File: src/rtl/galvano_dac_pkg.sv
// Purpose: shared types and constants for the galvo position DAC writer.
// Latency: n/a (types, constants and a framing helper only).
// Backpressure: n/a.
package galvano_dac_pkg;

    localparam int          FRAME_BITS   = 24;
    localparam logic [15:0] DAC_MIDSCALE = 16'd32768;

    // Frame sequencer states; ST_LDAC is only reachable when the LDAC pulse is built in.
    typedef enum logic [2:0] {
        ST_IDLE,
        ST_SETUP,
        ST_SHIFT,
        ST_HOLD,
        ST_LDAC,
        ST_GAP
    } dac_state_t;

    // The code is passed through untouched; only the command byte is prepended.
    function automatic logic [FRAME_BITS-1:0] dac_frame(input logic [7:0]  cmd,
                                                        input logic [15:0] code);
        return {cmd, code};
    endfunction

endpackage

File: src/rtl/dac_sclk_gen.sv
// Purpose: SCLK half-period divider; emits a half-period tick and SCLK rise/fall enables.
// Latency: tick every CLK_DIV cycles while run is high; counter held at 0 otherwise.
// Backpressure: none; sclk only toggles while shift_en is high and is parked low otherwise.
module dac_sclk_gen #(
    parameter int CLK_DIV = 4
) (
    input  logic clk_sys,
    input  logic sys_rst,
    input  logic run,
    input  logic shift_en,
    output logic tick,
    output logic sclk_rise,
    output logic sclk_fall,
    output logic sclk
);

    localparam int            CW      = (CLK_DIV > 1) ? $clog2(CLK_DIV) : 1;
    localparam logic [CW-1:0] CNT_MAX = CW'(CLK_DIV - 1);

    logic [CW-1:0] div_cnt;

    assign tick      = run && (div_cnt == CNT_MAX);
    assign sclk_rise = shift_en && tick && !sclk;
    assign sclk_fall = shift_en && tick && sclk;

    // Half-period counter: runs 0..CLK_DIV-1, parked at 0 whenever the sequencer is not timing a state.
    always_ff @(posedge clk_sys or posedge sys_rst) begin
        if (sys_rst) begin
            div_cnt <= '0;
        end else if (!run || tick) begin
            div_cnt <= '0;
        end else begin
            div_cnt <= div_cnt + 1'b1;
        end
    end

    // SCLK register: toggles on each half-period tick during SHIFT, idles low (mode 0).
    always_ff @(posedge clk_sys or posedge sys_rst) begin
        if (sys_rst) begin
            sclk <= 1'b0;
        end else if (!shift_en) begin
            sclk <= 1'b0;
        end else if (tick) begin
            sclk <= !sclk;
        end
    end

endmodule

File: src/rtl/pos_dac_spi_tx.sv
// Purpose: frames 16-bit offset-binary PID codes as {CMD_BYTE, code}, shifts them MSB-first to the galvo DAC.
// Latency: dac_csn falls 1 cycle after dac_code_valid; dac_done 206 cycles later (202 without DAC_LDAC_EN).
// Backpressure: none; one-deep pending slot, newest code wins, overwrites counted in dac_overrun.
// Build option DAC_LDAC_EN: adds an LDAC low pulse after csn rises; when undefined dac_ldacn is tied high.
module pos_dac_spi_tx
    import galvano_dac_pkg::*;
#(
    parameter int         CLK_DIV  = 4,
    parameter logic [7:0] CMD_BYTE = 8'h00,
    parameter int         CS_GAP   = 2
) (
    input  logic        clk_sys,
    input  logic        sys_rst,
    input  logic        dac_code_valid,
    input  logic [15:0] dac_code,
    output logic        dac_busy,
    output logic        dac_done,
    output logic [15:0] dac_overrun,
    output logic        dac_sclk,
    output logic        dac_mosi,
    output logic        dac_csn,
    output logic        dac_ldacn
);

    localparam int            GW      = (CS_GAP > 1) ? $clog2(CS_GAP) : 1;
    localparam logic [GW-1:0] GAP_MAX = GW'(CS_GAP - 1);
    localparam logic [4:0]    TOP_BIT = 5'(FRAME_BITS - 1);

    dac_state_t            state_q;
    dac_state_t            state_nxt;
    logic                  load_new;
    logic                  load_pend;
    logic [FRAME_BITS-1:0] shift_q;
    logic [4:0]            bit_cnt;
    logic                  last_smp_q;
    logic                  pend_vld;
    logic [15:0]           pend_code;
    logic [15:0]           overrun_q;
    logic [GW-1:0]         gap_cnt;
    logic                  gap_last;
    logic                  csn_q;
    logic                  div_run;
    logic                  div_tick;
    logic                  sclk_rise;
    logic                  sclk_fall;
    logic                  sclk_q;

    assign div_run  = (state_q == ST_SETUP) || (state_q == ST_SHIFT) ||
                      (state_q == ST_HOLD)  || (state_q == ST_LDAC);
    assign gap_last = (gap_cnt == GAP_MAX);

    dac_sclk_gen #(
        .CLK_DIV (CLK_DIV)
    ) u_sclk_gen (
        .clk_sys   (clk_sys),
        .sys_rst   (sys_rst),
        .run       (div_run),
        .shift_en  (state_q == ST_SHIFT),
        .tick      (div_tick),
        .sclk_rise (sclk_rise),
        .sclk_fall (sclk_fall),
        .sclk      (sclk_q)
    );

    // Next-state and load decisions; a pending code always takes precedence over a fresh one.
    always_comb begin
        state_nxt = state_q;
        load_new  = 1'b0;
        load_pend = 1'b0;
        case (state_q)
            ST_IDLE: begin
                if (pend_vld) begin
                    load_pend = 1'b1;
                    state_nxt = ST_SETUP;
                end else if (dac_code_valid) begin
                    load_new  = 1'b1;
                    state_nxt = ST_SETUP;
                end
            end
            ST_SETUP: if (div_tick) state_nxt = ST_SHIFT;
            ST_SHIFT: if (sclk_fall && last_smp_q) state_nxt = ST_HOLD;
            ST_HOLD: begin
                if (div_tick) begin
`ifdef DAC_LDAC_EN
                    state_nxt = ST_LDAC;
`else
                    state_nxt = ST_GAP;
`endif
                end
            end
            ST_LDAC: if (div_tick) state_nxt = ST_GAP;
            ST_GAP: begin
                if (gap_last) begin
                    if (pend_vld) begin
                        load_pend = 1'b1;
                        state_nxt = ST_SETUP;
                    end else begin
                        state_nxt = ST_IDLE;
                    end
                end
            end
            default: state_nxt = ST_IDLE;
        endcase
    end

    // State register; reset drops straight to IDLE so a partial frame is abandoned.
    always_ff @(posedge clk_sys or posedge sys_rst) begin
        if (sys_rst) begin
            state_q <= ST_IDLE;
        end else begin
            state_q <= state_nxt;
        end
    end

    // Shift register and bit tracking: mosi advances on each SCLK fall, bit 0 sampled marks the end.
    always_ff @(posedge clk_sys or posedge sys_rst) begin
        if (sys_rst) begin
            shift_q    <= '0;
            bit_cnt    <= '0;
            last_smp_q <= 1'b0;
        end else if (load_new || load_pend) begin
            shift_q    <= dac_frame(CMD_BYTE, load_new ? dac_code : pend_code);
            bit_cnt    <= TOP_BIT;
            last_smp_q <= 1'b0;
        end else begin
            if (sclk_fall) begin
                shift_q <= {shift_q[FRAME_BITS-2:0], 1'b0};
                if (bit_cnt != 5'd0) begin
                    bit_cnt <= bit_cnt - 5'd1;
                end
            end
            if (sclk_rise && (bit_cnt == 5'd0)) begin
                last_smp_q <= 1'b1;
            end
        end
    end

    // Pending slot and overrun count; a code landing in the same cycle the slot drains is not an overrun.
    always_ff @(posedge clk_sys or posedge sys_rst) begin
        if (sys_rst) begin
            pend_vld  <= 1'b0;
            pend_code <= '0;
            overrun_q <= '0;
        end else if (dac_code_valid && !load_new) begin
            pend_vld  <= 1'b1;
            pend_code <= dac_code;
            if (pend_vld && !load_pend && (overrun_q != 16'hFFFF)) begin
                overrun_q <= overrun_q + 16'd1;
            end
        end else if (load_pend) begin
            pend_vld <= 1'b0;
        end
    end

    // Inter-frame gap counter, cleared whenever the sequencer is outside GAP.
    always_ff @(posedge clk_sys or posedge sys_rst) begin
        if (sys_rst) begin
            gap_cnt <= '0;
        end else if ((state_q == ST_GAP) && !gap_last) begin
            gap_cnt <= gap_cnt + 1'b1;
        end else begin
            gap_cnt <= '0;
        end
    end

    // Chip select registered from the next state so the pin is glitch-free and falls one cycle after valid.
    always_ff @(posedge clk_sys or posedge sys_rst) begin
        if (sys_rst) begin
            csn_q <= 1'b1;
        end else begin
            csn_q <= !(state_nxt inside {ST_SETUP, ST_SHIFT, ST_HOLD});
        end
    end

`ifdef DAC_LDAC_EN
    logic ldacn_q;

    // LDAC strobe registered from the next state, low for the whole LDAC state.
    always_ff @(posedge clk_sys or posedge sys_rst) begin
        if (sys_rst) begin
            ldacn_q <= 1'b1;
        end else begin
            ldacn_q <= (state_nxt != ST_LDAC);
        end
    end

    assign dac_ldacn = ldacn_q;
`else
    // Without the strobe the DAC latches on the csn rising edge.
    assign dac_ldacn = 1'b1;
`endif

    assign dac_busy    = (state_q != ST_IDLE);
    assign dac_done    = (state_q == ST_GAP) && gap_last;
    assign dac_overrun = overrun_q;
    assign dac_sclk    = sclk_q;
    assign dac_mosi    = shift_q[FRAME_BITS-1];
    assign dac_csn     = csn_q;

endmodule

File: config.mk
export PLATFORM = sky130hd
export DESIGN_NAME = pos_dac_spi_tx
export DESIGN_NICKNAME = d
export VERILOG_FILES = /design/src/rtl/galvano_dac_pkg.sv /design/src/rtl/dac_sclk_gen.sv /design/src/rtl/pos_dac_spi_tx.sv
export SDC_FILE = /design/constraint.sdc
export NUM_CORES = 1
export LEC_CHECK = 0
export ABC_AREA = 1
export CAP_MARGIN = 5
export CORE_MARGIN = 2
export CORE_UTILIZATION = 50
export DETAILED_ROUTE_END_ITERATION = 6
export PLACE_DENSITY = 0.76
export SLEW_MARGIN = 20
export SYNTH_ARGS = -nofsm -noshare
export SYNTH_HDL_FRONTEND = slang
export SYNTH_SLANG_ARGS = --single-unit
File: constraint.sdc
create_clock -name clk_sys -period 2.9 [get_ports clk_sys]
set_input_delay 0.58 -clock clk_sys [delete_from_list [all_inputs] [get_ports clk_sys]]
set_output_delay 0.58 -clock clk_sys [all_outputs]
set_load 0.1 [all_outputs]
* Yosys cells after proc, flatten, opt, wreduce, memory -nomap -nowiden
Index checks and enable logic that the tools add are counted.
** Storage, ports and cells
- Bits in registers :: 71
- Output and inout port bits :: 22
** Cells by class
- Add/subtract/negate cells :: 4
- Equality and inequality tests :: 11
- Mux-type cells :: 28
- Reductions and logical operators :: 34
** Operator list (number)
- $mux 24 :: 2
- $mux 3 :: 6
- $add 16x1->16 const B :: 1
- $mux 16 :: 1
- $ne 16x16->1 const B :: 1
- $mux 5 :: 3
- $pmux 3 s5 :: 1
- $mux 1 :: 13
- $eq 3x2->1 const B :: 4
- $logic_and 1x1->1 :: 11
- $reduce_bool 2->1 :: 4
- $eq 3x1->1 const B :: 2
- $eq 3x3->1 const B :: 2
- $logic_not 1->1 :: 6
- $reduce_bool 3->1 :: 2
- $logic_not 5->1 :: 1
- $logic_or 1x1->1 :: 5
- $reduce_bool 5->1 :: 1
- $sub 5x1->5 const B :: 1
- $reduce_and 2->1 :: 2
- $logic_not 3->1 :: 1
- $add 2x1->2 const B :: 1
- $eq 2x2->1 const B :: 1
- $mux 2 :: 1
- 4 further kinds :: 4

* Logic depth before layout (Yosys ltp)
Gate-level depths: netlist (run 1).
- Word-level depth :: 13
- Gate-level depth with buffers :: 10

* Cells and area by module
Synthesis (run 1) repeated with hierarchy kept, for this count alone.
** Second synthesis, totals
- Cells, all modules :: 548
- Area total of the unflattened synthesis :: 3953.8 um^2
** Modules (own cells, without submodules)
- pos_dac_spi_tx :: times used 1, cells each 529, area an instance 3799.9 um^2, sequential area each 1702.9 um^2
- dac_sclk_gen :: times used 1, cells each 19, area an instance 153.9 um^2, sequential area each 75.1 um^2

* Worst setup path after synthesis (run 1)
No wires, ideal clock.
- Path kind :: register to register
- Start point :: reg overrun_q[0], in the netlist dac_overrun[0]
- End point :: reg overrun_q[9], in the netlist dac_overrun[9]
- Setup time :: 0.068 ns
- Arrival :: 2.227 ns
- Required time :: 2.832 ns
- Setup slack :: 0.605 ns
- Stages on the path, launching flop included :: 11
- Path buffers :: 1
- Cell sequence :: dfrtp_1 > ha_1 > nand3_1 > inv_2 > nand2_2 > nor2_4 > nor2_8 > nand2_4 > buf_6 > nand2_1 > nand2_1
** Between the ends
- Longest elaborated chain between the ends :: 3
** RTL lines
- start: declaration :: RTL line pos_dac_spi_tx.sv:38 : logic [15:0] overrun_q;
- start signal: assignment :: RTL line pos_dac_spi_tx.sv:148 : overrun_q <= overrun_q + 16'd1;
- parallel branches: the longest is 3 deep, another holds $add 16x1->16
Several ways; the timed one is not identified.
A chain may end at the register's enable or synchronous reset.

* Worst setup path in the final report (run 1)
- Start point :: reg state_q[1]
- End point :: out dac_done
** Between the ends
- Longest elaborated chain between the ends :: 2
** RTL lines
- start: declaration :: RTL line pos_dac_spi_tx.sv:29 : dac_state_t state_q;
- start signal: assignment :: RTL line pos_dac_spi_tx.sv:111 : state_q <= state_nxt;
- $eq 3x3->1 :: RTL line pos_dac_spi_tx.sv:194 : assign dac_done = (state_q == ST_GAP) && gap_last;
- $logic_and 1x1->1 :: RTL line pos_dac_spi_tx.sv:194
- end: declaration :: RTL line pos_dac_spi_tx.sv:17 : output logic dac_done,
Every way passes these cells.

==> impl_metrics.csv, run 1 <==
group,metric,value,unit
timing,totalNegativeSetupSlack,0,ns
power,total_net_switching_power,0.752,mW
power,power.internal,1.46,mW
worst_setup_path,timing.critical_path.fanout_max,6,
clock_tree,cts.repair_timing.setup_buffer_count,0,
synthesis,mappedNetlistNets,511,
synthesis,synth_top_area_cell,"sky130_fd_sc_hd__dfrtp_1",
status,run_status,"completed",
floorplanning,core-area,0.00721,mm2
placed_design,place.detailed.instances,616,
grt,gr-usage-all-layers,0.202,
clock_tree,worstSkewPairLatency,0.34,ns
cells_and_area,num-fill-cells,656,
timing,report.final.setup_viol,0,
placed_design,buffer_ports.inserted,39,
worst_setup_path,critical_path_required,2.32,ns
synthesis,yosys_most_used_dff,"sky130_fd_sc_hd__dfrtp_1",
clock_tree,ctsLongestPathBuffers,2,
power,switching_share,0.340,
power,power_frac_comb,0.204,
clock_tree,cts_sinks,71,
placed_design,gp_routability_congestion,0.814,
synthesis,synth_edf_count,0,
worst_setup_path,critical_path.endpoint_type,"primary output",
worst_setup_path,endpoint_of_the_worst_slack_reg_to_reg_timing_path,"shift_q[1]",
floorplanning,design.portCount,41,
clock_tree,number_of_gates_resized_after_cts,0,
detailed_routing,dr.first_iter.drc_count,227,
floorplanning,die-width,89.9,um
detailed_routing,post_drt_wl_per_cell,11.8,um
clock_tree,cts.htree.levels,3,
clock_tree,tritoncts.num_buffers,9,
worst_setup_path,reg2regPathDepth,8,
worst_setup_path,worstReg2RegStart,"u_sclk_gen.div_cnt[0]",
detailed_routing,post-route-drc-count,0,
flow_run,cap_viol_max_count,0,
grt,first_global_vias,2986,
synthesis,synth_area,0.00369,mm2
detailed_routing,drt_pre_antenna_iters,4,
grt,globalRouteOverflowTotal,0,
synthesis,synth.most_common_cell,"sky130_fd_sc_hd__nand2_1",
worst_setup_path,crit_type,"flop to primary output",
power,power_frac_seq,0.497,
detailed_routing,detail_route.vias_per_cell,4.97,
synthesis,synthArstFlopShare,1.00,
placed_design,detailed_place_hpwl,5.29,mm
synthesis,post-synth-top-area-fraction,0.475,
min_path,min_path_cells,1,
worst_setup_path,cpPeakStageDelay,0.47,ns
detailed_routing,wirelength,7.46,mm
min_path,hold_path_class,"flop to flop",
timing,final_hold_viol_count,0,
cells_and_area,antenna_cells_inserted,0,
synthesis,synth-seq-cells,71,
synthesis,synth-seq-area-share,0.482,
worst_setup_path,cells_along_the_critical_path,"inv_2 > nand4_2 > inv_1 > buf_4",
floorplanning,num_rows,31,
floorplanning,die_height,89.9,um
synthesis,post_synth_inst_count,488,
floorplanning,initial_core_utilization,0.511,
clock_tree,ctsRootBufferMaster,"sky130_fd_sc_hd__clkbuf_8",
power,clock_power_share,0.299,
power,p_leak,2.18,nW
grt,maximum_number_of_pins_on_one_net_before_global_route_repair,72,
synthesis,synth_area_leaders,"sky130_fd_sc_hd__dfrtp_1 48%, sky130_fd_sc_hd__nand2_1 21%, sky130_fd_sc_hd__nand3_1 5.0%, sky130_fd_sc_hd__o21ai_0 4.9%, sky130_fd_sc_hd__inv_1 4.4%",
timing,number_of_max_slew_violations_in_the_final_report,0,
cells_and_area,layout-drive-gt1-share,0.107,
synthesis,syn_avg_cell_area,7.56,um2
timing,finalCriticalPeriod,2.01,ns
power,peakVddDrop,0.649,mV
timing,worst_clock_skew,0.00573,ns
worst_setup_path,cp-start-kind,"flop",
worst_setup_path,cpMaxStageDelayCell,"sky130_fd_sc_hd__dfrtp_1",
grt,wire_length_of_the_first_global_routing_pass,13.3,mm
synthesis,synthTopCellsByCount,"203 x sky130_fd_sc_hd__nand2_1, 70 x sky130_fd_sc_hd__dfrtp_1, 43 x sky130_fd_sc_hd__inv_1, 38 x sky130_fd_sc_hd__nor2_1, 37 x sky130_fd_sc_hd__nand3_1",
detailed_routing,antenna_left,0,
timing,timing.final.crit_share,0.695,
worst_setup_path,arrival_worst_endpoint,1.43,ns
worst_setup_path,r2r_slack,1.10,ns
timing,clock.fmax,497,MHz
detailed_routing,num_vias,3138,
clock_tree,hold_buffer_count_at_cts,0,
grt,grt_antenna_before_repair,0,
power,p_per_area,519,mW/mm2
worst_setup_path,setup.worst_path.end,"dac_done",
timing,unrepaired_setup_endpoints_after_global_routing,"no",
cells_and_area,instances_no_fill,632,
worst_setup_path,critical_path.startpoint,"state_q[1]",
floorplanning,dieArea,0.00808,mm2
clock_tree,tritoncts,"built",
synthesis,post_synth_num_cell_types,31,
cells_and_area,area_delta_synth_final,15.7,%
synthesis,yosysWarningCount,0,
cells_and_area,finish.net_count,551,
clock_tree,path_clk_slew,0.07,ns
[power by group through the flow]
stage / clock network (mW) / logic, mW / registers, mW
2_1_floorplan: 0 / 0.133 / 1.32
3_3_place_gp: 0 / 0.449 / 1.12
3_5_place_dp: 0 / 0.455 / 1.12
4_1_cts: 0.681 / 0.456 / 1.10
5_1_grt: 0.730 / 0.482 / 1.11
6_report: 0.662 / 0.451 / 1.10
[layout make-up]
class | instances | area (um2) | share of cell area
sequential | 71 | 1780 | 0.417
multi-input combinational | 354 | 1640 | 0.383
timing repair buffer | 45 | 395 | 0.0927
inverter | 47 | 176 | 0.0413
clock buffer | 12 | 135 | 0.0317
tap | 99 | 124 | 0.0290
clock inverter | 4 | 22.5 | 0.00528
[logic make-up (layout without fill, tap and decap cells)]
| logic type | count (synthesis) | after routing | share of synthesized area |
|---|---|---|---|
| simple gates | 293 | 293 | 0.337 |
| flops | 71 | 71 | 0.482 |
| buf+inv | 63 | 108 | 0.0743 |
| compound gates | 42 | 42 | 0.0584 |
| xor+xnor | 14 | 14 | 0.0333 |
| fa+ha+maj | 4 | 4 | 0.0136 |
| other cells | 1 | 1 | 0.00102 |
[per-stage QoR]
stage	util	worst slack (ns)	cell area (um2)	hold WS [ns]	power [mW]
5_1_grt	0.591	0.767	4270	0.469	2.32
2_1_floorplan	-	0.525	3690	0.408	1.45
4_1_cts	0.591	0.862	4270	0.456	2.24
3_5_place_dp	0.570	0.633	4110	0.446	1.57
3_3_place_gp	0.570	0.653	4110	0.422	1.56
6_report	0.591	0.886	4270	0.443	2.21
[critical path: cells and delay by family, from the launching register on]
kind	cells	cell delay [ns]
flip-flops	1	0.47
AND/OR/NAND/NOR	1	0.13
buffers and inverters	3	0.49
[placed cells by master (no fill, tap or decap), types with 2 or more instances in the layout]
cell / count
sky130_fd_sc_hd__a21oi_1: 2
sky130_fd_sc_hd__buf_4: 26
sky130_fd_sc_hd__clkbuf_1: 3
sky130_fd_sc_hd__clkbuf_8: 9
sky130_fd_sc_hd__clkdlybuf4s50_1: 18
sky130_fd_sc_hd__clkinv_2: 3
sky130_fd_sc_hd__dfrtp_1: 70
sky130_fd_sc_hd__ha_1: 4
sky130_fd_sc_hd__inv_1: 42
sky130_fd_sc_hd__inv_2: 5
sky130_fd_sc_hd__nand2_1: 203
sky130_fd_sc_hd__nand2_2: 2
sky130_fd_sc_hd__nand3_1: 37
sky130_fd_sc_hd__nand4_1: 2
sky130_fd_sc_hd__nor2_1: 38
sky130_fd_sc_hd__nor2_4: 2
sky130_fd_sc_hd__o21ai_0: 36
sky130_fd_sc_hd__o21ai_1: 2
sky130_fd_sc_hd__xnor2_1: 8
sky130_fd_sc_hd__xor2_1: 6
[state kept, by name, indices dropped and copies added, names as in the netlist]
signal,count
gap_cnt,1
state_q,3
pend_vld,1
pend_code,16
dac_overrun,16
u_sclk_gen.sclk,1
bit_cnt,5
dac_csn,1
u_sclk_gen.div_cnt,2
shift_q,24
last_smp_q,1
[worst min-delay path by stage]
stage                     startpoint               endpoint  slack, ns
2_1_floorplan  u_sclk_gen.div_cnt[0]  u_sclk_gen.div_cnt[0]       0.41
3_3_place_gp   u_sclk_gen.div_cnt[0]  u_sclk_gen.div_cnt[0]       0.42
3_5_place_dp   u_sclk_gen.div_cnt[0]  u_sclk_gen.div_cnt[0]       0.45
4_1_cts        u_sclk_gen.div_cnt[0]  u_sclk_gen.div_cnt[0]       0.46
5_1_grt        u_sclk_gen.div_cnt[0]  u_sclk_gen.div_cnt[0]       0.47
6_report       u_sclk_gen.div_cnt[0]  u_sclk_gen.div_cnt[0]       0.44
[metal layers]
| layer | track usage | wire [um] | vias up |
|---|---|---|---|
| li1 | - | - | 1589 |
| met2 | 0.333 | 3650 | 48 |
| met4 | 0.0731 | 119 | 0 |
| met5 | 0 | 0 | - |
| met1 | 0.267 | 3490 | 1487 |
| met3 | 0.0386 | 206 | 14 |
(Power assumes the default switching activity.)
==> run 2: changes to the inputs <==
--- a/config.mk
+++ b/config.mk
@@ -10,7 +10,7 @@
 export CORE_MARGIN = 2
 export CORE_UTILIZATION = 50
 export DETAILED_ROUTE_END_ITERATION = 6
-export PLACE_DENSITY = 0.76
+export PLACE_DENSITY = 0.79
 export SLEW_MARGIN = 20
 export SYNTH_ARGS = -nofsm -noshare
 export SYNTH_HDL_FRONTEND = slang
==> constraint.sdc (replaced) <==
create_clock -name clk_sys -period 1.65 [get_ports clk_sys]
set_input_delay 0.33 -clock clk_sys [delete_from_list [all_inputs] [get_ports clk_sys]]
set_output_delay 0.33 -clock clk_sys [all_outputs]
set_load 0.1 [all_outputs]
==> impl_metrics.csv, run 2 (same netlist as run 1, synthesis figures left out) <==
group,metric,value,unit
status,run_status,"completed",
cells_and_area,area_delta_synth_final,31.2,%
clock_tree,cts_sinks,71,
timing,totalNegativeSetupSlack,0,ns
clock_tree,tritoncts,"built",
cells_and_area,antenna_cells_inserted,0,
timing,unrepaired_setup_endpoints_after_global_routing,"yes",
floorplanning,die-width,89.9,um
floorplanning,initial_core_utilization,0.511,
worst_setup_path,worstReg2RegStart,"state_q[1]",
worst_setup_path,cp-start-kind,"flop",
cells_and_area,layout-drive-gt1-share,0.180,
cells_and_area,finish.net_count,567,
grt,wire_length_of_the_first_global_routing_pass,13.9,mm
placed_design,buffer_ports.inserted,39,
clock_tree,worstSkewPairLatency,0.35,ns
min_path,hold_path_class,"primary input to asynchronous set/reset pin",
worst_setup_path,r2r_slack,0.08,ns
timing,timing.final.crit_share,0.994,
power,p_per_area,939,mW/mm2
flow_run,cap_viol_max_count,0,
detailed_routing,drt_pre_antenna_iters,5,
clock_tree,tritoncts.num_buffers,9,
worst_setup_path,critical_path_required,1.32,ns
floorplanning,dieArea,0.00808,mm2
detailed_routing,post_drt_wl_per_cell,12.6,um
clock_tree,ctsRootBufferMaster,"sky130_fd_sc_hd__clkbuf_8",
grt,grt_antenna_before_repair,0,
detailed_routing,detail_route.vias_per_cell,5.07,
timing,setup_slack,0.0104,ns
timing,finalCriticalPeriod,1.64,ns
timing,clock.fmax,610,MHz
worst_setup_path,critical_path.endpoint_type,"primary output",
worst_setup_path,crit_type,"flop to primary output",
cells_and_area,mostFrequentLayoutCell,"sky130_fd_sc_hd__nand2_1",
cells_and_area,finish.utilization,0.670,
detailed_routing,wirelength,8.15,mm
cells_and_area,final_cell_mix,"202 x sky130_fd_sc_hd__nand2_1, 51 x sky130_fd_sc_hd__dfrtp_1, 41 x sky130_fd_sc_hd__inv_1",
timing,final_hold_viol_count,0,
clock_tree,ctsLongestPathBuffers,2,
floorplanning,num_rows,31,
timing,worst_clock_skew,0.0108,ns
timing,report.final.setup_viol,0,
power,p_leak,2.35,nW
worst_setup_path,endpoint_of_the_worst_slack_reg_to_reg_timing_path,"shift_q[3]",
worst_setup_path,arrival_worst_endpoint,1.31,ns
floorplanning,core-area,0.00721,mm2
grt,first_global_vias,3164,
detailed_routing,num_vias,3285,
clock_tree,hold_buffer_count_at_cts,0,
cells_and_area,reg_with_most_ffs,"shift_q",
detailed_routing,post-route-drc-count,0,
detailed_routing,dr.first_iter.drc_count,222,
placed_design,detailed_place_hpwl,5.65,mm
floorplanning,design.portCount,41,
grt,maximum_number_of_pins_on_one_net_before_global_route_repair,45,
cells_and_area,max_reg_flops,24,
worst_setup_path,timing.critical_path.fanout_max,6,
grt,globalRouteOverflowTotal,0,
clock_tree,path_clk_slew,0.08,ns
power,peakVddDrop,1.43,mV
floorplanning,die_height,89.9,um
placed_design,pre_cts_slack,-0.0958,ns
cells_and_area,num-fill-cells,587,
placed_design,area_after_detailed_placement,0.00455,mm2
grt,gr-usage-all-layers,0.213,
worst_setup_path,reg2regPathDepth,8,
placed_design,gp_routability_congestion,0.785,
cells_and_area,post-route-cell-area,0.00484,mm2
clock_tree,cts.htree.levels,3,
detailed_routing,antenna_left,0,
timing,number_of_max_slew_violations_in_the_final_report,0,
-- run 2: stage by stage --
step	hold slack [ns]	total power, mW	std cells
after floorplan	0.408	2.61	488
after detailed placement	0.430	3.00	627
after global placement	0.418	2.98	627
after global routing	0.287	4.73	648
after CTS	0.282	4.57	645
final	0.280	4.54	648
-- run 2: worst max-delay path by stage --
stage                   start        endpoint  slack (ns)  cells past startpoint
2_1_floorplan  dac_overrun[0]  dac_overrun[3]       -0.04                     10
3_3_place_gp   dac_code_valid      bit_cnt[2]       -0.03                      7
3_5_place_dp   dac_code_valid      bit_cnt[2]        -0.1                      7
4_1_cts            state_q[0]        dac_busy      0.0005                      3
5_1_grt            state_q[0]        dac_busy       -0.03                      3
6_report           state_q[0]        dac_busy        0.01                      3
-- run 2: layout make-up --
type	count	area, um2	area share
Clock buffer	10	138	0.0285
Clock inverter	6	91.3	0.0189
Inverter	47	185	0.0383
Multi-Input combinational cell	354	1680	0.347
Sequential cell	71	1820	0.376
Tap cell	99	124	0.0256
Timing Repair Buffer	61	803	0.166
-- run 2: metal layers --
metal,wire length [um],vias up,track usage
li1,-,1623,-
met2,4050,83,0.352
met1,3590,1561,0.268
met3,324,18,0.0436
met4,189,0,0.104
met5,0,-,0
-- run 2: what timing repair did --
action                                  CTS  global route
pin swaps                                 0             0
endpoints found under the setup margin    2            21
setup buffers                             2             3
resized for setup                         4             3
endpoints found under the hold margin     0             0
-- run 2: worst max-delay path, stage by stage (launching register included) --
cell and delay, ns:
sky130_fd_sc_hd__dfrtp_2 0.48, sky130_fd_sc_hd__nor2_4 0.20, sky130_fd_sc_hd__nand2_4 0.10, sky130_fd_sc_hd__buf_12 0.17
-- run 2: where the power goes --
| part | internal (mW) | switching [mW] |
|---|---|---|
| sequential | 1.85 | 0.152 |
| combinational | 0.360 | 0.599 |
| clock | 0.900 | 0.679 |
==> run 3: changes to the inputs <==
--- a/config.mk
+++ b/config.mk
@@ -7,10 +7,13 @@
 export LEC_CHECK = 0
 export ABC_AREA = 1
 export CAP_MARGIN = 5
+export CELL_PAD_IN_SITES_DETAIL_PLACEMENT = 0
+export CELL_PAD_IN_SITES_GLOBAL_PLACEMENT = 1
 export CORE_MARGIN = 2
-export CORE_UTILIZATION = 50
+export CORE_UTILIZATION = 37
 export DETAILED_ROUTE_END_ITERATION = 6
 export PLACE_DENSITY = 0.79
+export SETUP_SLACK_MARGIN = 0.4
 export SLEW_MARGIN = 20
 export SYNTH_ARGS = -nofsm -noshare
 export SYNTH_HDL_FRONTEND = slang
==> impl_metrics.csv, run 3 (same netlist as run 1, synthesis figures left out) <==
group,metric,value,unit
timing,clock.fmax,585,MHz
floorplanning,design.portCount,41,
status,failed_checks,"negative setup slack",
placed_design,pre_cts_slack,-0.122,ns
detailed_routing,post_drt_wl_per_cell,15.1,um
floorplanning,core-area,0.00973,mm2
cells_and_area,area_delta_synth_final,73.4,%
power,report.power.total,4.71,mW
clock_tree,ctsLongestPathBuffers,2,
clock_tree,tritoncts.num_buffers,9,
cells_and_area,mostFrequentLayoutCell,"sky130_fd_sc_hd__nand2_1",
detailed_routing,wirelength,11.2,mm
worst_setup_path,crit_type,"flop to flop",
cells_and_area,max_reg_flops,24,
worst_setup_path,cpMaxStageDelayCell,"sky130_fd_sc_hd__dfrtp_2",
power,p_per_area,737,mW/mm2
floorplanning,die-width,104,um
timing,final_hold_viol_count,0,
worst_setup_path,critical-path-top-delay-family,"buffers and inverters",
timing,unrepaired_setup_endpoints_after_global_routing,"yes",
grt,gr-usage-all-layers,0.198,
power,peakVddDrop,1.40,mV
detailed_routing,dr.first_iter.drc_count,120,
detailed_routing,num_vias,3621,
power,p_leak,2.97,nW
clock_tree,path_clk_slew,0.09,ns
cells_and_area,final_cell_mix,"128 x sky130_fd_sc_hd__nand2_1, 51 x sky130_fd_sc_hd__dfrtp_1, 44 x sky130_fd_sc_hd__nand2_2",
worst_setup_path,timing.critical_path.fanout_max,14,
cells_and_area,finish.net_count,624,
floorplanning,initial_core_utilization,0.379,
min_path,hold_path_class,"primary input to asynchronous set/reset pin",
grt,wire_length_of_the_first_global_routing_pass,17.3,mm
status,run_status,"finished, violations left",
detailed_routing,antenna_left,0,
timing,number_of_max_slew_violations_in_the_final_report,0,
worst_setup_path,arrival_worst_endpoint,2.00,ns
worst_setup_path,cpPeakStageDelay,0.42,ns
detailed_routing,detail_route.vias_per_cell,4.90,
grt,grt_antenna_before_repair,0,
floorplanning,dieArea,0.0108,mm2
detailed_routing,drt_pre_antenna_iters,4,
timing,worst_clock_skew,0.00775,ns
clock_tree,cts_sinks,71,
placed_design,detailed_place_hpwl,5.71,mm
floorplanning,die_height,104,um
timing,timing.final.crit_share,1.04,
grt,globalRouteOverflowTotal,0,
worst_setup_path,critical_path_required,1.94,ns
clock_tree,tritoncts,"built",
cells_and_area,antenna_cells_inserted,0,
grt,first_global_vias,3667,
flow_run,cap_viol_max_count,0,
cells_and_area,reg_with_most_ffs,"shift_q",
clock_tree,worstSkewPairLatency,0.35,ns
worst_setup_path,critical_path.endpoint_type,"flop",
worst_setup_path,cells_along_the_critical_path,"buf_6 > nor2_4 > nand4_1 > buf_6 > buf_12 > buf_16 > o21ai_1 > nand2_1 > nand3_2",
worst_setup_path,cell_repeated_most_along_the_worst_path,"sky130_fd_sc_hd__buf_6",
placed_design,buffer_ports.inserted,39,
worst_setup_path,crit_buf_inv,4,
clock_tree,hold_buffer_count_at_cts,0,
clock_tree,cts.htree.levels,3,
worst_setup_path,cp-start-kind,"flop",
cells_and_area,layout-drive-gt1-share,0.465,
timing,finalCriticalPeriod,1.71,ns
worst_setup_path,r2r_slack,-0.06,ns
grt,maximum_number_of_pins_on_one_net_before_global_route_repair,45,
detailed_routing,post-route-drc-count,0,
timing,setup_slack,-0.0594,ns
timing,report.final.setup_viol,23,
floorplanning,num_rows,36,
placed_design,gp_routability_congestion,0.828,
clock_tree,ctsRootBufferMaster,"sky130_fd_sc_hd__clkbuf_8",
==> run 3: per-layer routing <==
layer,up-vias,track usage,wire (um)
met5,-,0,0
met4,0,0.0753,372
met3,30,0.0390,378
met2,74,0.335,5690
met1,1764,0.251,4720
li1,1753,-,-
==> run 3: cell type report <==
cell class,instances,area [um2]
Clock buffer,10,138
Clock inverter,6,68.8
Fill cell,768,3330
Inverter,47,209
Multi-Input combinational cell,355,2310
Sequential cell,71,1830
Tap cell,133,166
Timing Repair Buffer,117,1670
==> run 3: metrics by stage <==
stage	TNS (ns)	hold slack, ns	std cells	utilization	area (um2)
floorplan	-0.332	0.412	488	-	3890
global placement	-1.63	0.427	661	0.484	4710
detailed placement	-3.90	0.443	661	0.484	4710
CTS	-0.00419	0.403	724	0.616	6000
global route	-2.80	0.405	739	0.657	6390
finish	-0.336	0.393	739	0.657	6390
==> run 3: final timing paths <==
check,to,startpoint,depth (start not counted)
setup / recovery,shift_q[10],state_q[1],9
hold / removal,state_q[2],sys_rst,3
setup reg to reg,shift_q[10],state_q[1],9
hold reg to reg,shift_q[19],shift_q[19],2
max in group asynchronous,dac_overrun[4],sys_rst,3
min in group clk_sys,shift_q[19],shift_q[19],2
==> run 3: timing repair <==
action                                  in CTS  in global routing
pin swaps                                   29                 24
resized for setup                          182                 50
endpoints found under the setup margin      87                 91
buffers inserted                            39                 11
gates cloned                                 8                  4
==> run 3: worst register-to-register path: stages (launching register included) <==
cell	delay, ns
sky130_fd_sc_hd__dfrtp_2	0.42
sky130_fd_sc_hd__buf_6	0.13
sky130_fd_sc_hd__nor2_4	0.17
sky130_fd_sc_hd__nand4_1	0.14
sky130_fd_sc_hd__buf_6	0.18
sky130_fd_sc_hd__buf_12	0.13
sky130_fd_sc_hd__buf_16	0.14
sky130_fd_sc_hd__o21ai_1	0.14
sky130_fd_sc_hd__nand2_1	0.10
sky130_fd_sc_hd__nand3_2	0.09
==> run 3: where the power goes <==
group	internal, mW	total [mW]	leakage [nW]	switching, mW
Clock	0.744	1.45	0.0912	0.707
Combinational	0.539	1.26	2.08	0.718
Sequential	1.86	2.00	0.805	0.147
==> RTL edit 1 (settings of run 2) <==
Register the output `dac_overrun` once more, cleared by the reset; this adds one clock of latency there. The other outputs are not delayed to match.
--- a/src/rtl/pos_dac_spi_tx.sv
+++ b/src/rtl/pos_dac_spi_tx.sv
@@ -192,7 +192,13 @@
 
     assign dac_busy    = (state_q != ST_IDLE);
     assign dac_done    = (state_q == ST_GAP) && gap_last;
-    assign dac_overrun = overrun_q;
+    always_ff @(posedge clk_sys or posedge sys_rst) begin
+        if (sys_rst) begin
+            dac_overrun <= '0;
+        end else begin
+            dac_overrun <= overrun_q;
+        end
+    end
     assign dac_sclk    = sclk_q;
     assign dac_mosi    = shift_q[FRAME_BITS-1];
     assign dac_csn     = csn_q;
Formal check against the unedited RTL: not equivalent (a bounded check fails within 4 cycles, from zero or initial values and one cycle with sys_rst high).
==> RTL edit 1 against run 2 <==
- routed wire length rose by 5.4%
- design area is 8.1% higher
- cell count increased by 0.93%
- sequential cell count increased by 16
- combinational power grew 6%
- synthesized area grew 8.6%
- clock power rose by 31%
- worst setup slack improved by 0.022 ns
- total power increased by 21%
- highest routed layer unchanged
==> RTL edit 1: results (changes against run 2) <==
[synthesis]
synth.net_count = 513  ; +0.39%
synth-xor-area-share_pct = 2.19  ; -1.1 points
synth_compound_gate_area_share_pct = 5.81  ; -0.022 points
netlist-cell-type-count = 26  ; -16%
synth.area.top_cells = dfrtp_1 (54%), nand2_1 (16%), nand3_1 (6.5%)
synth_seq_area_share_pct = 54.4  ; +6.2 points
synth-adder-area-share_pct = 1.25  ; -0.11 points
netlist_top_cells_count = nand2_1 (173), dfrtp_1 (86), nand3_1 (52), inv_1 (47), o21ai_0 (38)

[placed_design]
place.gp.congestion = 0.871  ; +11%
place.detailed.hpwl_um = 5670  ; +0.27%
dpl_cell_area_um2 = 4840  ; +6.4%

[cells_and_area]
area.share.sequential_pct = 41.7  ; +4.1 points
flow.area_growth_from_synthesis_pct = 30.6
area_share_nonclk_buffers_pct = 16.1  ; -0.55 points
nFillCells = 555  ; -5.5%
multi_input_cells = 335  ; -5.4%
clk_share_pct = 5.60  ; +0.87 points
layout.nets = 570  ; +0.53%
design.seq.count = 87  ; +23%
regMostFlops = shift_q
signal_buffers = 62  ; +1.6%
drive_above_1_share_pct = 14.9  ; -3.2 points

[pwr]
ir_worst_vdd_uv = 1180  ; -18%
share_seq_of_total_power_pct = 43.8  ; -0.3 points
clock_power_share_pct = 37.7  ; +2.9 points
switching_power_mw = 1.49  ; +3.9%
clock_net_power_mw = 2.07  ; +31%

[drt]
dr_wl_met3_um = 396  ; +22%
routedWlPerCell_um = 13.1  ; +4.5%
routed-wl-met2_um = 4460  ; +10%
wl_met1_um = 3560  ; -0.72%
drt_iter0_drc = 244  ; +9.9%
vias_per_cell = 5.26  ; +3.7%

[global_routing]
gr-usage-met2_pct = 34.6  ; -0.57 points
grt_antenna_before_repair = 0  ; unchanged
number_of_global_route_vias_before_repair = 3387  ; +7.0%
overall_global_routing_usage_pct = 20.8  ; -0.44 points
global_route.usage.met3_pct = 4.19  ; -0.17 points
grt_first_pass_wirelength_um = 14500  ; +3.8%

[timing]
hold_ws_ns = 0.333  ; +0.0532 ns
timing.clock.skew_ns = 0.00917  ; -0.00158 ns

[cts]
cts_setup_buffers = 1  ; -1

[worst_setup_path]
rr_startpoint = overrun_q[1]
timing.critical_path.fanout_max = 5  ; -1
ff2ff_setup_slack_ns = 0.07
worst_flop_to_flop_path_endpoint = overrun_q[6]
crit_path_max_incr_delay_ns = 0.45  ; -0.03 ns
cp.arrival_ns = 1.29  ; -0.02 ns
worstRegToRegCells = 9  ; +1
worstSetupStartpoint = state_q[1]
critPathTopFamily = flip-flops
worst_setup_path_endpoint = dac_done

[floorplanning]
num_rows = 32  ; +3.2%

[status]
run_status = completed

-- RTL edit 1: cell types whose count changed in the layout (fill, tap and decap cells not counted), moves of 3 or more --
cell       change
bufinv_16      +3
o22ai_1        +6
nand4_1        +9
nand2_1       -30
dfrtp_1       +32
dfrtp_2        -9
nor2_1        -11
nand3_1       +15
inv_1          +4
xnor2_1        -4
dfrtp_4        -7
-- RTL edit 1: metrics by stage --
| step | cells | setup WS, ns |
|---|---|---|
| floorplan | 490 | 0.0182 |
| global placement | 632 | -0.0629 |
| detailed placement | 632 | -0.161 |
| CTS | 649 | 0.00436 |
| global route | 654 | -0.0495 |
| finish | 654 | 0.0326 |
-- RTL edit 1: logic make-up after synthesis --
kind of cell / Yosys count
and+or+nand+nor: 275
DFF: 87
adders and majority gates: 4
buffers and inverters: 68
AOI/OAI and AO/OA: 45
xor gates and xnor gates: 10
other: 1
==> RTL edit 2 (flow settings as in run 2) <==
Made on the original files. `CLK_DIV` is set to 4 in 2 places; all go to 8.
--- a/src/rtl/dac_sclk_gen.sv
+++ b/src/rtl/dac_sclk_gen.sv
@@ -2,7 +2,7 @@
 // Latency: tick every CLK_DIV cycles while run is high; counter held at 0 otherwise.
 // Backpressure: none; sclk only toggles while shift_en is high and is parked low otherwise.
 module dac_sclk_gen #(
-    parameter int CLK_DIV = 4
+    parameter int CLK_DIV = 8
 ) (
     input  logic clk_sys,
     input  logic sys_rst,
--- a/src/rtl/pos_dac_spi_tx.sv
+++ b/src/rtl/pos_dac_spi_tx.sv
@@ -5,7 +5,7 @@
 module pos_dac_spi_tx
     import galvano_dac_pkg::*;
 #(
-    parameter int         CLK_DIV  = 4,
+    parameter int         CLK_DIV  = 8,
     parameter logic [7:0] CMD_BYTE = 8'h00,
     parameter int         CS_GAP   = 2
 ) (
Formal check against the unedited RTL: not equivalent (Yosys sat finds a counterexample within 10 cycles, from zero or initial values and one cycle with sys_rst high).
==> RTL edit 2 against run 2 <==
- the run now ends with negative setup slack left
- synthesized area rose by 1.3%
- design area up 2.2%
- clock skew decreased by 0.0053 ns
- largest power group unchanged
- critical path depth increased by 2
- routed wire length increased by 5.3%
- sequential cell count increased by 1
- worst setup slack worse by 0.019 ns
- total power shrank 2.6%
==> RTL edit 2: results (changes against run 2) <==
[global_routing]
gr-usage-met2_pct = 34.8  ; -0.33 points
number_of_global_route_vias_before_repair = 3203  ; +1.2%
overall_global_routing_usage_pct = 21.1  ; -0.13 points
grt_start_max_net_pins = 42  ; -6.7%
grt_antenna_before_repair = 0  ; unchanged
global_route.usage.met3_pct = 3.42  ; -0.94 points
globalRouteMet1Util_pct = 27.2  ; +0.39 points
grt_first_pass_wirelength_um = 14200  ; +1.6%

[timing]
hold_ws_ns = 0.292  ; +0.0122 ns
timing.clock.skew_ns = 0.00548  ; -0.00527 ns
setup_viol = 1  ; +1
fin_ws_ns = -0.00856  ; -0.0189 ns
drv_slew = 0  ; unchanged

[status]
run_status = finished, violations left
violated_checks = negative setup slack

[cells_and_area]
nFillCells = 576  ; -1.9%
regMostFlops = shift_q
drive_above_1_share_pct = 20.1  ; +2.1 points
diodes = 0  ; unchanged
layout.nets = 576  ; +1.6%

[synthesis]
netlist_top_cells_count = nand2_1 (210), dfrtp_1 (71), inv_1 (40), nand3_1 (33), o21ai_0 (33)
async_flop_share_pct = 100  ; unchanged
netlist-cell-type-count = 31  ; unchanged
ys_warn_count = 0  ; unchanged
synth.area.top_cells = dfrtp_1 (48%), nand2_1 (21%), nand3_1 (4.4%)
synth_most_common_cell = nand2_1
synth.net_count = 514  ; +0.59%
synth_seq_area_share_pct = 48.3  ; +0.056 points

[hold_path]
min_path_type = in2async

[drt]
drt-total-wl_um = 8590  ; +5.3%
first_pass_iteration_count_of_the_detailed_router = 5  ; unchanged
dr_wl_met3_um = 467  ; +44%
postRouteAntennaNets = 0  ; unchanged
drt_iter0_drc = 215  ; -3.2%
top_layer_used_by_detailed_routing = met4
routed-wl-met2_um = 4220  ; +4.2%
wl_met1_um = 3710  ; +3.4%
vias_after_detailed_routing = 3352  ; +2.0%

[flow_run]
maxCapViolCount = 0  ; unchanged

[cts]
clock-root-buffer = clkbuf_8
clk_path_buf_depth = 2  ; unchanged
cts-buffers-inserted = 9  ; unchanged
source_to_sink_clock_delay_at_the_later_pin_of_the_worst_skew_pair_ns = 0.35  ; about the same
htree_levels = 3  ; unchanged
cts.hold.buffers_added = 0  ; unchanged
worst_setup_hold_path_clk_slew_ns = 0.08  ; about the same

[placed_design]
place.gp.congestion = 0.881  ; +12%
place.detailed.hpwl_um = 5680  ; +0.44%
place.port_buffers = 39  ; unchanged
dpl_cell_area_um2 = 4580  ; +0.66%

[worst_setup_path]
worst_flop_to_flop_path_endpoint = shift_q[12]
rr_startpoint = u_sclk_gen.div_cnt[0]
cp.arrival_ns = 1.33  ; +0.02 ns
crit_path_max_incr_delay_ns = 0.39  ; -0.09 ns
ff2ff_setup_slack_ns = 0.04  ; -0.04 ns
critical_path.slowest_cell = dfrtp_1
timing.critical_path.fanout_max = 5  ; -1
worstRegToRegCells = 8  ; unchanged

[pwr]
leakagePower_nw = 2.33  ; -0.85%
ir_worst_vdd_uv = 362  ; -75%

-- RTL edit 2: cell count changes after synthesis, moves of 3 or more --
| cell | before | now |
|---|---|---|
| o21ai_0 | 36 | 33 |
| a21oi_1 | 2 | 6 |
| nand2_1 | 203 | 210 |
| nor2_2 | 1 | 4 |
| nand3_1 | 37 | 33 |
| nor2_1 | 38 | 30 |
| inv_1 | 43 | 40 |
| xnor2_1 | 8 | 4 |
| nand4_1 | 2 | 7 |
| buf_2 | 12 | 8 |
-- RTL edit 2: cell families (layout without fill, tap and decap cells) --
logic type | after synthesis | count (layout) | share of synthesized area (%)
AO/OA/AOI/OAI | 45 | 45 | 6.37
flip-flops | 72 | 72 | 48.3
buffers and inverters | 60 | 127 | 7.70
adder cells (fa/ha/maj) | 5 | 5 | 1.68
XOR/XNOR | 10 | 10 | 2.34
AND/OR/NAND/NOR | 297 | 297 | 33.5
other | 1 | 1 | 0.100
-- RTL edit 2: critical path: cells and delay by family (launching register included) --
family	cells	cell delay (ns)
simple gates	1	0.12
flops	1	0.39
buf+inv	4	0.46
-- RTL edit 2: how the worst max path moves through the flow --
stage	from	endpoint	slack [ns]	depth (start not counted)
6_report	state_q[1]	dac_done	-0.009	5
5_1_grt	state_q[1]	dac_done	-0.07	5
4_1_cts	state_q[0]	dac_busy	-0.07	3
3_5_place_dp	dac_code_valid	shift_q[14]	-0.1	9
3_3_place_gp	dac_code_valid	shift_q[8]	-0.05	9
2_1_floorplan	dac_overrun[0]	dac_overrun[5]	0.02	9
-- RTL edit 2: layout make-up --
cell class / count / area share [%]
sequential: 72 / 37.1
multi-input combinational: 358 / 34.1
timing repair buffer: 67 / 18.8
inverter: 44 / 3.47
clock buffer: 11 / 2.86
tap: 99 / 2.51
clock inverter: 5 / 1.14
-- RTL edit 2: repair_timing --
action / in CTS / in global routing
gates resized for setup: 4 / 9
setup endpoints to repair: 2 / 46
buffers inserted: 2 / 8
gates cloned: 0 / 2
pin swaps: 0 / 4
-- RTL edit 2: metrics by stage --
step / setup TNS (ns) / cells / worst slack, ns / power (mW) / utilization [%]
2_1_floorplan: 0 / 490 / 0.0168 / 2.63 / -
3_3_place_gp: -0.602 / 628 / -0.0465 / 3.01 / 63.2
3_5_place_dp: -2.21 / 628 / -0.0962 / 3.03 / 63.2
4_1_cts: -0.104 / 646 / -0.0700 / 4.42 / 66.2
5_1_grt: -0.505 / 656 / -0.0719 / 4.59 / 68.2
6_report: -0.00856 / 656 / -0.00856 / 4.42 / 68.2
-- RTL edit 2: power breakdown --
part / internal [mW] / switching, mW / leakage, nW
sequential: 1.88 / 0.128 / 0.799
combinational: 0.379 / 0.628 / 1.43
clock: 0.738 / 0.672 / 0.0993
total: 2.99 / 1.43 / 2.33
